## config.mk

```make
export PLATFORM = sky130hd
export DESIGN_NAME = life_keys
export DESIGN_NICKNAME = d
export VERILOG_FILES = /design/src/rtl/life_pkg.sv /design/src/rtl/life_debounce.sv /design/src/rtl/life_keys.sv
export SDC_FILE = /design/constraint.sdc
export NUM_CORES = 1
export LEC_CHECK = 0
export ABC_AREA = 1
export ABC_CLOCK_PERIOD_IN_PS = 2200
export BUFFER_PORTS_ARGS = -buffer_cell sky130_fd_sc_hd__buf_2
export CAP_MARGIN = 20
export CORE_ASPECT_RATIO = 2
export CORE_MARGIN = 1.5
export CORE_UTILIZATION = 50
export DETAILED_ROUTE_END_ITERATION = 10
export PLACE_DENSITY = 0.69
export SLEW_MARGIN = 20
export SYNTH_ARGS = -nofsm -noshare
export SYNTH_HDL_FRONTEND = slang
export SYNTH_HIERARCHICAL = 1
export SYNTH_SLANG_ARGS = --single-unit
```

## constraint.sdc

```tcl
create_clock -name clk -period 2.2 [get_ports clk]
set_clock_uncertainty 0.05 [all_clocks]
set_input_delay 0.33 -clock clk [delete_from_list [all_inputs] [get_ports clk]]
set_output_delay 0.33 -clock clk [all_outputs]
set_load 0.05 [all_outputs]
```

## src/rtl/life_pkg.sv

```systemverilog
// Shared types and constants for the life board front-panel controller.
package life_pkg;

    typedef enum logic [2:0] {
        IDLE,
        FLIP,
        FLIP_D,
        NXT,
        BUSY
    } state_e;

    localparam int BTN_N     = 6;
    localparam int BTN_LEFT  = 0;
    localparam int BTN_RIGHT = 1;
    localparam int BTN_UP    = 2;
    localparam int BTN_DOWN  = 3;
    localparam int BTN_FLIP  = 4;
    localparam int BTN_NXT   = 5;

endpackage

```

## src/rtl/life_debounce.sv

```systemverilog
// Button front end: 2-FF synchroniser, prescaled sampler and rising-edge detect for all buttons.
module life_debounce
    import life_pkg::*;
#(
    parameter int DEB_BITS = 16
) (
    input  logic             clk,
    input  logic             reset,
    input  logic [BTN_N-1:0] btn_raw,
    output logic             tick,
    output logic [BTN_N-1:0] press,
    output logic [BTN_N-1:0] synced
);

    logic [BTN_N-1:0]    sync1_q;
    logic [BTN_N-1:0]    sync2_q;
    logic [BTN_N-1:0]    samp_q;
    logic [BTN_N-1:0]    samp_d;
    logic [DEB_BITS-1:0] presc_q;

    // Everything resets to "pressed" so a button held through reset never produces an event.
    always_ff @(posedge clk or negedge reset) begin
        if (!reset) begin
            sync1_q <= '1;
            sync2_q <= '1;
            samp_q  <= '1;
            presc_q <= '0;
        end else begin
            sync1_q <= btn_raw;
            sync2_q <= sync1_q;
            samp_q  <= samp_d;
            presc_q <= presc_q + 1'b1;
        end
    end

    assign tick = &presc_q;

    always_comb begin
        samp_d = samp_q;
        if (tick) begin
            samp_d = sync2_q;
        end
    end

    assign press  = {BTN_N{tick}} & sync2_q & ~samp_q;
    assign synced = sync2_q;

endmodule

```

## src/rtl/life_keys.sv

```systemverilog
// Front-panel controller: debounced buttons drive a wrapping cursor and flip/nxt key pulses.
// Optional auto-run mode is compiled in with LIFE_KEYS_AUTORUN_EN.
//
//   state  | meaning
//   IDLE   | waiting for a button event, cursor may move on a tick
//   FLIP   | key_flip high
//   FLIP_D | key_flip_d high, pending flip cleared
//   NXT    | key_nxt high
//   BUSY   | core computing a generation, flips are queued one deep
module life_keys
    import life_pkg::*;
#(
    parameter int X         = 8,
    parameter int Y         = 8,
    parameter int LOG2X     = 3,
    parameter int LOG2Y     = 3,
    parameter int DEB_BITS  = 16,
    parameter int AUTO_BITS = 22
) (
    input  logic             clk,
    input  logic             reset,
    input  logic             btn_left,
    input  logic             btn_right,
    input  logic             btn_up,
    input  logic             btn_down,
    input  logic             btn_flip,
    input  logic             btn_nxt,
    input  logic             nxt_bit,
    output logic             key_flip,
    output logic             key_flip_d,
    output logic             key_nxt,
    output logic [LOG2X-1:0] cursor_x,
    output logic [LOG2Y-1:0] cursor_y
);

    logic             tick;
    logic [BTN_N-1:0] press;
    logic [BTN_N-1:0] synced;
    logic [BTN_N-1:0] btn_raw;

    state_e           state_q, state_d;
    logic             flip_pend_q, flip_pend_d;
    logic [LOG2X-1:0] cx_q, cx_d, x_step;
    logic [LOG2Y-1:0] cy_q, cy_d, y_step;
    logic             kf_q, kfd_q, kn_q;
    logic             flip_evt;
    logic             nxt_evt;

    assign btn_raw = {btn_nxt, btn_flip, btn_down, btn_up, btn_right, btn_left};

    life_debounce #(
        .DEB_BITS(DEB_BITS)
    ) u_debounce (
        .clk    (clk),
        .reset  (reset),
        .btn_raw(btn_raw),
        .tick   (tick),
        .press  (press),
        .synced (synced)
    );

    assign flip_evt = press[BTN_FLIP];

`ifdef LIFE_KEYS_AUTORUN_EN
    localparam int HOLD_TICKS = 16;

    logic                 auto_q, auto_d;
    logic [4:0]           hold_q, hold_d;
    logic [AUTO_BITS-1:0] per_q, per_d;

    // A press while in auto mode only leaves auto mode; the hold counter is parked
    // at saturation so the same long press cannot re-enter it.
    always_comb begin
        auto_d  = auto_q;
        hold_d  = hold_q;
        per_d   = '1;
        nxt_evt = 1'b0;
        if (auto_q) begin
            if (per_q == '0) begin
                nxt_evt = 1'b1;
            end else begin
                per_d = per_q - 1'b1;
            end
        end
        if (tick) begin
            if (!synced[BTN_NXT]) begin
                hold_d = '0;
            end else if (hold_q < 5'(HOLD_TICKS)) begin
                hold_d = hold_q + 1'b1;
                if (hold_q == 5'(HOLD_TICKS - 1)) begin
                    auto_d = ~auto_q;
                end
            end
        end
        if (press[BTN_NXT]) begin
            if (auto_q) begin
                auto_d  = 1'b0;
                hold_d  = 5'(HOLD_TICKS);
                nxt_evt = 1'b0;
            end else begin
                nxt_evt = 1'b1;
            end
        end
    end

    always_ff @(posedge clk or negedge reset) begin
        if (!reset) begin
            auto_q <= 1'b0;
            hold_q <= '0;
            per_q  <= '1;
        end else begin
            auto_q <= auto_d;
            hold_q <= hold_d;
            per_q  <= per_d;
        end
    end
`else
    logic [BTN_N-1:0]     unused_synced;
    logic [AUTO_BITS-1:0] unused_auto;

    assign nxt_evt       = press[BTN_NXT];
    assign unused_synced = synced;
    assign unused_auto   = '0;
`endif

    // Opposite moves on one axis cancel; the two axes move independently.
    always_comb begin
        x_step = cx_q;
        y_step = cy_q;
        if (press[BTN_LEFT] && !press[BTN_RIGHT]) begin
            x_step = (cx_q == '0) ? LOG2X'(X - 1) : cx_q - 1'b1;
        end else if (press[BTN_RIGHT] && !press[BTN_LEFT]) begin
            x_step = (cx_q == LOG2X'(X - 1)) ? '0 : cx_q + 1'b1;
        end
        if (press[BTN_UP] && !press[BTN_DOWN]) begin
            y_step = (cy_q == '0) ? LOG2Y'(Y - 1) : cy_q - 1'b1;
        end else if (press[BTN_DOWN] && !press[BTN_UP]) begin
            y_step = (cy_q == LOG2Y'(Y - 1)) ? '0 : cy_q + 1'b1;
        end
    end

    always_comb begin
        state_d     = state_q;
        flip_pend_d = flip_pend_q;
        cx_d        = cx_q;
        cy_d        = cy_q;
        case (state_q)
            IDLE: begin
                if (flip_evt || flip_pend_q) begin
                    state_d = FLIP;
                end else begin
                    if (nxt_evt) begin
                        state_d = NXT;
                    end
                    if (tick) begin
                        cx_d = x_step;
                        cy_d = y_step;
                    end
                end
            end
            FLIP:   state_d = FLIP_D;
            FLIP_D: begin
                flip_pend_d = 1'b0;
                state_d     = IDLE;
            end
            NXT:    state_d = BUSY;
            BUSY: begin
                if (flip_evt) begin
                    flip_pend_d = 1'b1;
                end
                // Leaving BUSY goes straight to FLIP when one is queued, so the
                // flip follows the core going idle by a single clock.
                if (!nxt_bit) begin
                    state_d = (flip_evt || flip_pend_q) ? FLIP : IDLE;
                end
            end
            default: state_d = IDLE;
        endcase
    end

    always_ff @(posedge clk or negedge reset) begin
        if (!reset) begin
            state_q     <= IDLE;
            flip_pend_q <= 1'b0;
            cx_q        <= '0;
            cy_q        <= '0;
            kf_q        <= 1'b0;
            kfd_q       <= 1'b0;
            kn_q        <= 1'b0;
        end else begin
            state_q     <= state_d;
            flip_pend_q <= flip_pend_d;
            cx_q        <= cx_d;
            cy_q        <= cy_d;
            kf_q        <= (state_d == FLIP);
            kfd_q       <= (state_d == FLIP_D);
            kn_q        <= (state_d == NXT);
        end
    end

    assign key_flip   = kf_q;
    assign key_flip_d = kfd_q;
    assign key_nxt    = kn_q;
    assign cursor_x   = cx_q;
    assign cursor_y   = cy_q;

endmodule
```

==> run_results.csv, run 1 <==
group,metric,value,unit
die,rows,34,
detailed_routing,drcViolationCount,0,
outcome,status,"completed",
clock_tree,insertion_delay,0.30,ns
sta,slew_violations,0,
yosys,synth_nets,267,
detailed_routing,drt_wl_total,3.875,mm
grt,antenna_found_initial,0,
grt,grt_pass1_wl,6.748,mm
clock_tree,cts_tree,"built",
yosys,syn-cell-area,2302,um2
yosys,yosysWarnings,6,
worst_setup_path,end_kind,"flip-flop",
sta,max_freq,504.5,MHz
worst_setup_path,worstPathRequired,2.34,ns
detailed_routing,wl_per_cell,11.78,um
sta,post-route-period-util,0.9010,
cells_and_area,antenna_cells,0,
die,io_pins,18,
placement,place.gp.congestion,0.7448,
hold_path,hold_class,"primary input to async pin",
grt,grt_max_degree,48,
power_and_ir_drop,power.leakage,1.374,nW
detailed_routing,firstDrtPassIters,4,
sta,rsz0062_at_grt,"false",
clock_tree,htree_levels,2,
worst_setup_path,worstPathMaxFanout,6,
die,die_h,98.96,um
yosys,yosys.cell_types.count,24,
die,start_util,0.5254,
sta,tightestPinTransition,0.5753,ns
cells_and_area,final-instance-count-excl-fill,329,
sta,setup_viol,0,
sta,finalHoldViolCount,0,
cells_and_area,regArea,1199,um2
detailed_routing,drt_iter0_drc,22,
worst_setup_path,arrival,2.13,ns
clock_tree,clk_path_buf_depth,2,
cells_and_area,nets,294,
clock_tree,cts_sinks,47,
detailed_routing,via_per_inst,4.982,
sta,finalCriticalPeriod,1.982,ns
placement,port_buffers,17,
cells_and_area,multiInputGateArea,972.2,um2
yosys,ys_seq_area_frac,0.5207,
clock_tree,cts_resized,0,
die,die_area,5045,um2
clock_tree,cts_inserted_buffers,5,
sta,slew_headroom,0.6164,
worst_setup_path,cp-start-kind,"flip-flop",
die,die_w,50.98,um
clock_tree,path_clk_slew,0.08,ns
placement,dp_cells,319,
detailed_routing,vias,1639,
worst_setup_path,critPathKind,"flip-flop to flip-flop",
cells_and_area,area.growth.synth_to_final,12.39,%
clock_tree,cts-root-buf,"clkbuf_8",
grt,grt_pass1_vias,1630,
flow_run,maxCapViolCount,0,
yosys,avgSynthCellArea,9.321,um2
cells_and_area,fillCellCount,424,
power_and_ir_drop,peakVddDrop,0.5580,mV
cells_and_area,drive_gt1_frac,0.2691,
die,core-area,4382,um2
placement,dp_hpwl,2.869,mm
grt,gr-total-overflow,0,
power_and_ir_drop,power_density,594.7,nW/um2
grt,grt_use_total,0.1807,
yosys,syn_inst,247,
sta,tns,0,ns
yosys,ys_ff_latch,47,
detailed_routing,ant_nets,0,
flip-flops by register name, indices dropped and copies added (netlist names):
name	count
cursor_x	3
cursor_y	3
flip_pend_q	1
key_flip	1
key_flip_d	1
key_nxt	1
state_q	3
u_debounce/presc_q	16
u_debounce/samp_q	6
u_debounce/sync1_q	6
u_debounce/synced	6
power breakdown:
part / internal [mW] / switching [mW] / total [mW]
combinational: 0.00607 / 0.0178 / 0.0239
clock: 0.339 / 0.287 / 0.626
sequential: 0.884 / 0.00477 / 0.889
total: 1.23 / 0.310 / 1.54
layout by cell type, fill, tap and decap left out, types with 3 or more instances in the layout:
master | netlist | final
nand2_1 | 70 | 70
inv_1 | 32 | 32
dfrtp_1 | 29 | 29
nor2_1 | 18 | 18
o21ai_0 | 18 | 18
dfstp_2 | 18 | 18
buf_2 | 0 | 17
ha_1 | 11 | 11
nor2_2 | 7 | 7
nand3_2 | 6 | 6
nand3_1 | 5 | 5
clkbuf_8 | 0 | 5
nor2_4 | 4 | 4
xnor2_1 | 4 | 4
inv_2 | 3 | 3
nor3_1 | 3 | 3
buf_4 | 0 | 3
xor2_1 | 3 | 3
worst max-delay path, stage by stage (launching register included):
cell and delay, ns:
dfrtp_1 0.37, ha_1 0.24, nand3_4 0.14, nor2_8 0.16
nand3_2 0.11, nor2_2 0.09, inv_1 0.04, ha_1 0.26
inv_1 0.05, nand2_1 0.11, o21ai_0 0.18, nand2_1 0.06
final timing paths:
path	to	slack, ns	from	cells after the start
worst max register to register	cursor_y[1]	0.22	u_debounce/presc_q[1]	11
worst min-delay path	cursor_y[1]	0.06	reset	2
worst min register to register	u_debounce/synced[0]	0.31	u_debounce/sync1_q[0]	0
min in group clk	u_debounce/sync1_q[2]	0.07	btn_up	1
worst max-delay path	cursor_y[1]	0.22	u_debounce/presc_q[1]	11
max in group asynchronous	u_debounce/presc_q[11]	1.65	reset	2
synth_stat cells, drive strengths merged:
| library cell | number | area, um2 |
|---|---|---|
| a21oi | 3 | 18.77 |
| a22oi | 1 | 7.510 |
| dfrtp | 29 | 725.7 |
| dfstp | 18 | 473.0 |
| ha | 11 | 137.6 |
| inv | 35 | 131.4 |
| nand2 | 74 | 297.8 |
| nand3 | 13 | 120.1 |
| nand3b | 2 | 15.01 |
| nand4 | 2 | 12.51 |
| nor2 | 31 | 196.4 |
| nor3 | 3 | 15.01 |
| o21ai | 18 | 90.09 |
| xnor2 | 4 | 35.03 |
| xor2 | 3 | 26.28 |
routing by layer:
| metal | track usage | part of all wire | vias to the layer above |
|---|---|---|---|
| met5 | 0 | 0 | - |
| met4 | 0.09563 | 0.024 | 0 |
| met3 | 0.03182 | 0.025 | 6 |
| met2 | 0.3457 | 0.60 | 22 |
| met1 | 0.1707 | 0.35 | 793 |
| li1 | - | - | 818 |
layout make-up:
type / instances / area share
well taps: 54 / 0.02611
clock inverters: 2 / 0.01451
inverters: 35 / 0.05077
repair buffers: 20 / 0.04159
multi-input cells: 165 / 0.3757
clock buffers: 6 / 0.02805
flip-flops and latches: 47 / 0.4632
stage by stage:
stage | instance area, um2 | total power [mW] | utilization | hold WS, ns | setup slack, ns
floorplan | 2302 | 0.9030 | - | -0.01559 | 0.2867
global placement | 2462 | 0.9300 | 0.5620 | 0.2963 | 0.1961
detailed placement | 2462 | 0.9305 | 0.5620 | 0.2972 | 0.09698
CTS | 2572 | 1.564 | 0.5871 | 0.05839 | 0.09591
global route | 2587 | 1.591 | 0.5905 | 0.05329 | 0.02003
finish | 2587 | 1.539 | 0.5905 | 0.05676 | 0.2178
cell families after synthesis:
logic type	after synthesis	share of synthesized area
xor+xnor	7	0.02663
flops	47	0.5207
fa+ha+maj	11	0.05978
compound gates	22	0.05055
simple gates	125	0.2853
buf+inv	35	0.05707
timing repair:
| item | 4_1_cts | 5_1_grt |
|---|---|---|
| hold buffers | 0 | 0 |
| setup endpoints to repair | 0 | 4 |
| setup buffers | 0 | 2 |
No activity file was read; power rests on OpenSTA's default activity.
==> run 2: changes to the inputs <==
--- a/config.mk
+++ b/config.mk
@@ -8,12 +8,12 @@
 export ABC_AREA = 1
 export ABC_CLOCK_PERIOD_IN_PS = 2200
 export BUFFER_PORTS_ARGS = -buffer_cell sky130_fd_sc_hd__buf_2
-export CAP_MARGIN = 20
 export CORE_ASPECT_RATIO = 2
 export CORE_MARGIN = 1.5
 export CORE_UTILIZATION = 50
 export DETAILED_ROUTE_END_ITERATION = 10
 export PLACE_DENSITY = 0.69
+export RECOVER_POWER = 100
 export SLEW_MARGIN = 20
 export SYNTH_ARGS = -nofsm -noshare
 export SYNTH_HDL_FRONTEND = slang
==> run 2 against run 1 <==
Combinational power is 3% lower; largest cell class unchanged; largest power group unchanged; worst hold slack better by 0.016 ns; via count is 0.43% higher; critical path depth is 1 higher; highest routed layer unchanged; non-clock buffer count stayed put; critical path type unchanged.
==> run_results.csv, run 2 (synthesis gave the netlist of run 1 again) <==
group,metric,value,unit
clock_tree,path_clk_slew,0.08,ns
power_and_ir_drop,p_total,1.537,mW
worst_setup_path,crit_path_top_delay_cell,"dfrtp_1",
grt,grt_max_degree,48,
detailed_routing,routed.top_layer,"met4",
worst_setup_path,arrival,2.20,ns
flow_run,maxCapViolCount,0,
sta,tightestPinTransition,1.109,ns
hold_path,hold_class,"primary input to flip-flop",
worst_setup_path,crit_buf_inv,2,
detailed_routing,vias,1646,
clock_tree,cts_resized,0,
worst_setup_path,path_depth,12,
detailed_routing,drcViolationCount,0,
sta,post-route-period-util,0.9110,
grt,grt_pass1_vias,1630,
hold_path,hold_start,"btn_up",
sta,rsz0062_at_grt,"false",
die,io_pins,18,
die,start_util,0.5254,
power_and_ir_drop,power.internal,1.228,mW
hold_path,min_path_cells,1,
sta,slew_headroom,0.2609,
cells_and_area,antenna_cells,0,
worst_setup_path,r2r-start,"u_debounce/presc_q[1]",
worst_setup_path,worstPathRequired,2.39,ns
detailed_routing,ant_nets,0,
outcome,status,"completed",
clock_tree,cts-root-buf,"clkbuf_8",
worst_setup_path,r2r-end,"cursor_x[2]",
detailed_routing,wl_met1,1.363,mm
detailed_routing,via_per_inst,5.003,
power_and_ir_drop,power.leakage,1.313,nW
placement,port_buffers,17,
die,die_w,50.98,um
worst_setup_path,r2r_cells,12,
cells_and_area,largest_reg_flops,16,
cells_and_area,largest_register,"u_debounce/presc_q",
power_and_ir_drop,peakVddDrop,0.5575,mV
worst_setup_path,reg2reg_slack,0.20,ns
power_and_ir_drop,seq_power_share,0.578,
clock_tree,insertion_delay,0.30,ns
detailed_routing,wl_met3,101,um
grt,grt_pass1_wl,6.748,mm
worst_setup_path,worstPathMaxFanout,6,
grt,gr-total-overflow,0,
cells_and_area,fin_util,0.5794,
cells_and_area,mostFrequentLayoutCell,"nand2_1",
placement,dp_hpwl,2.869,mm
clock_tree,cts_tree,"built",
detailed_routing,wl_met2,2.336,mm
clock_tree,clk_path_buf_depth,2,
cells_and_area,final_cell_mix,"nand2_1 (71), inv_1 (33), dfrtp_1 (29)",
worst_setup_path,cp-start-kind,"flip-flop",
power_and_ir_drop,switching_share,0.2007,
placement,place.gp.congestion,0.7448,
sta,setup_viol,0,
worst_setup_path,critPathKind,"flip-flop to flip-flop",
detailed_routing,wl_per_cell,11.84,um
grt,antenna_found_initial,0,
worst_setup_path,cpMostUsedCell,"nand2_1",
clock_tree,cts_inserted_buffers,5,
clock_tree,cts_sinks,47,
cells_and_area,drive_gt1_frac,0.2073,
power_and_ir_drop,p_clk_frac,0.407,
worst_setup_path,cpLargestDelayFamily,"simple AND/OR/NAND/NOR gates",
worst_setup_path,path_cells,"ha_1, nand3_4, nor2_8, nand3_1, nor2_2, inv_1, ha_1, inv_1, nand2_1, nor2_1, nand2_1, nand2_1",
sta,finalHoldViolCount,0,
sta,finalCriticalPeriod,2.004,ns
detailed_routing,drt_wl_total,3.894,mm
power_and_ir_drop,switchingPower,308.5,uW
power_and_ir_drop,combPwrFrac,0.015,
grt,grt_use_total,0.1807,
cells_and_area,nets,294,
die,rows,34,
die,core-area,4382,um2
worst_setup_path,critPathMaxStageDelay,0.37,ns
power_and_ir_drop,power_density,605.4,nW/um2
sta,max_freq,498.9,MHz
detailed_routing,firstDrtPassIters,4,
clock_tree,htree_levels,2,
hold_path,hold_end,"u_debounce/sync1_q[2]",
die,die_area,5045,um2
cells_and_area,area.growth.synth_to_final,10.27,%
die,die_h,98.96,um
sta,tns,0,ns
sta,slew_violations,0,
detailed_routing,drt_iter0_drc,30,
worst_setup_path,end_kind,"flip-flop",
==> run 2: layout make-up <==
type	count	area (um2)
Fill cell	429	1843
Timing Repair Buffer	20	90.09
Clock inverter	2	37.54
Inverter	35	131.4
Sequential cell	47	1199
Tap cell	54	67.56
Multi-Input combinational cell	165	940.9
Clock buffer	6	72.57
==> run 2: metrics by stage <==
step                      hold slack (ns)  cells  setup WS [ns]  instance area (um2)
after global routing              0.05329    329        0.02288                 2539
after CTS                         0.05839    327        0.09591                 2572
after floorplan                  -0.01559    247         0.2867                 2302
final                             0.07229    329         0.1957                 2539
after global placement             0.2963    319         0.1961                 2462
after detailed placement           0.2972    319        0.09698                 2462
==> run 2: per-layer routing <==
| layer | vias up | track usage |
|---|---|---|
| met5 | - | 0 |
| met4 | 0 | 0.09563 |
| met3 | 6 | 0.03182 |
| met2 | 22 | 0.3457 |
| met1 | 800 | 0.1707 |
| li1 | 818 | - |
==> run 2: power by group through the flow <==
stage                     clock [mW]  combinational (mW)  sequential, mW
after floorplan                    0           0.0000123           0.903
after global placement             0              0.0254           0.905
after detailed placement           0              0.0257           0.905
after CTS                      0.649              0.0257           0.889
after global routing           0.672              0.0278           0.890
final                          0.625              0.0231           0.888
==> run 2: worst max path at each step <==
stage / from / to / slack (ns)
6_report: u_debounce/presc_q[1] / cursor_x[2] / 0.20
5_1_grt: u_debounce/presc_q[0] / cursor_x[2] / 0.02
4_1_cts: u_debounce/presc_q[1] / cursor_x[1] / 0.1
3_5_place_dp: u_debounce/presc_q[1] / cursor_x[1] / 0.1
3_3_place_gp: u_debounce/presc_q[0] / cursor_y[2] / 0.20
2_1_floorplan: u_debounce/presc_q[0] / cursor_x[0] / 0.29
==> run 2: timing repair <==
action / CTS / global route
hold buffers: 0 / 0
endpoints found under the setup margin: 0 / 4
endpoints found under the hold margin: 0 / 0
setup buffers: 0 / 2
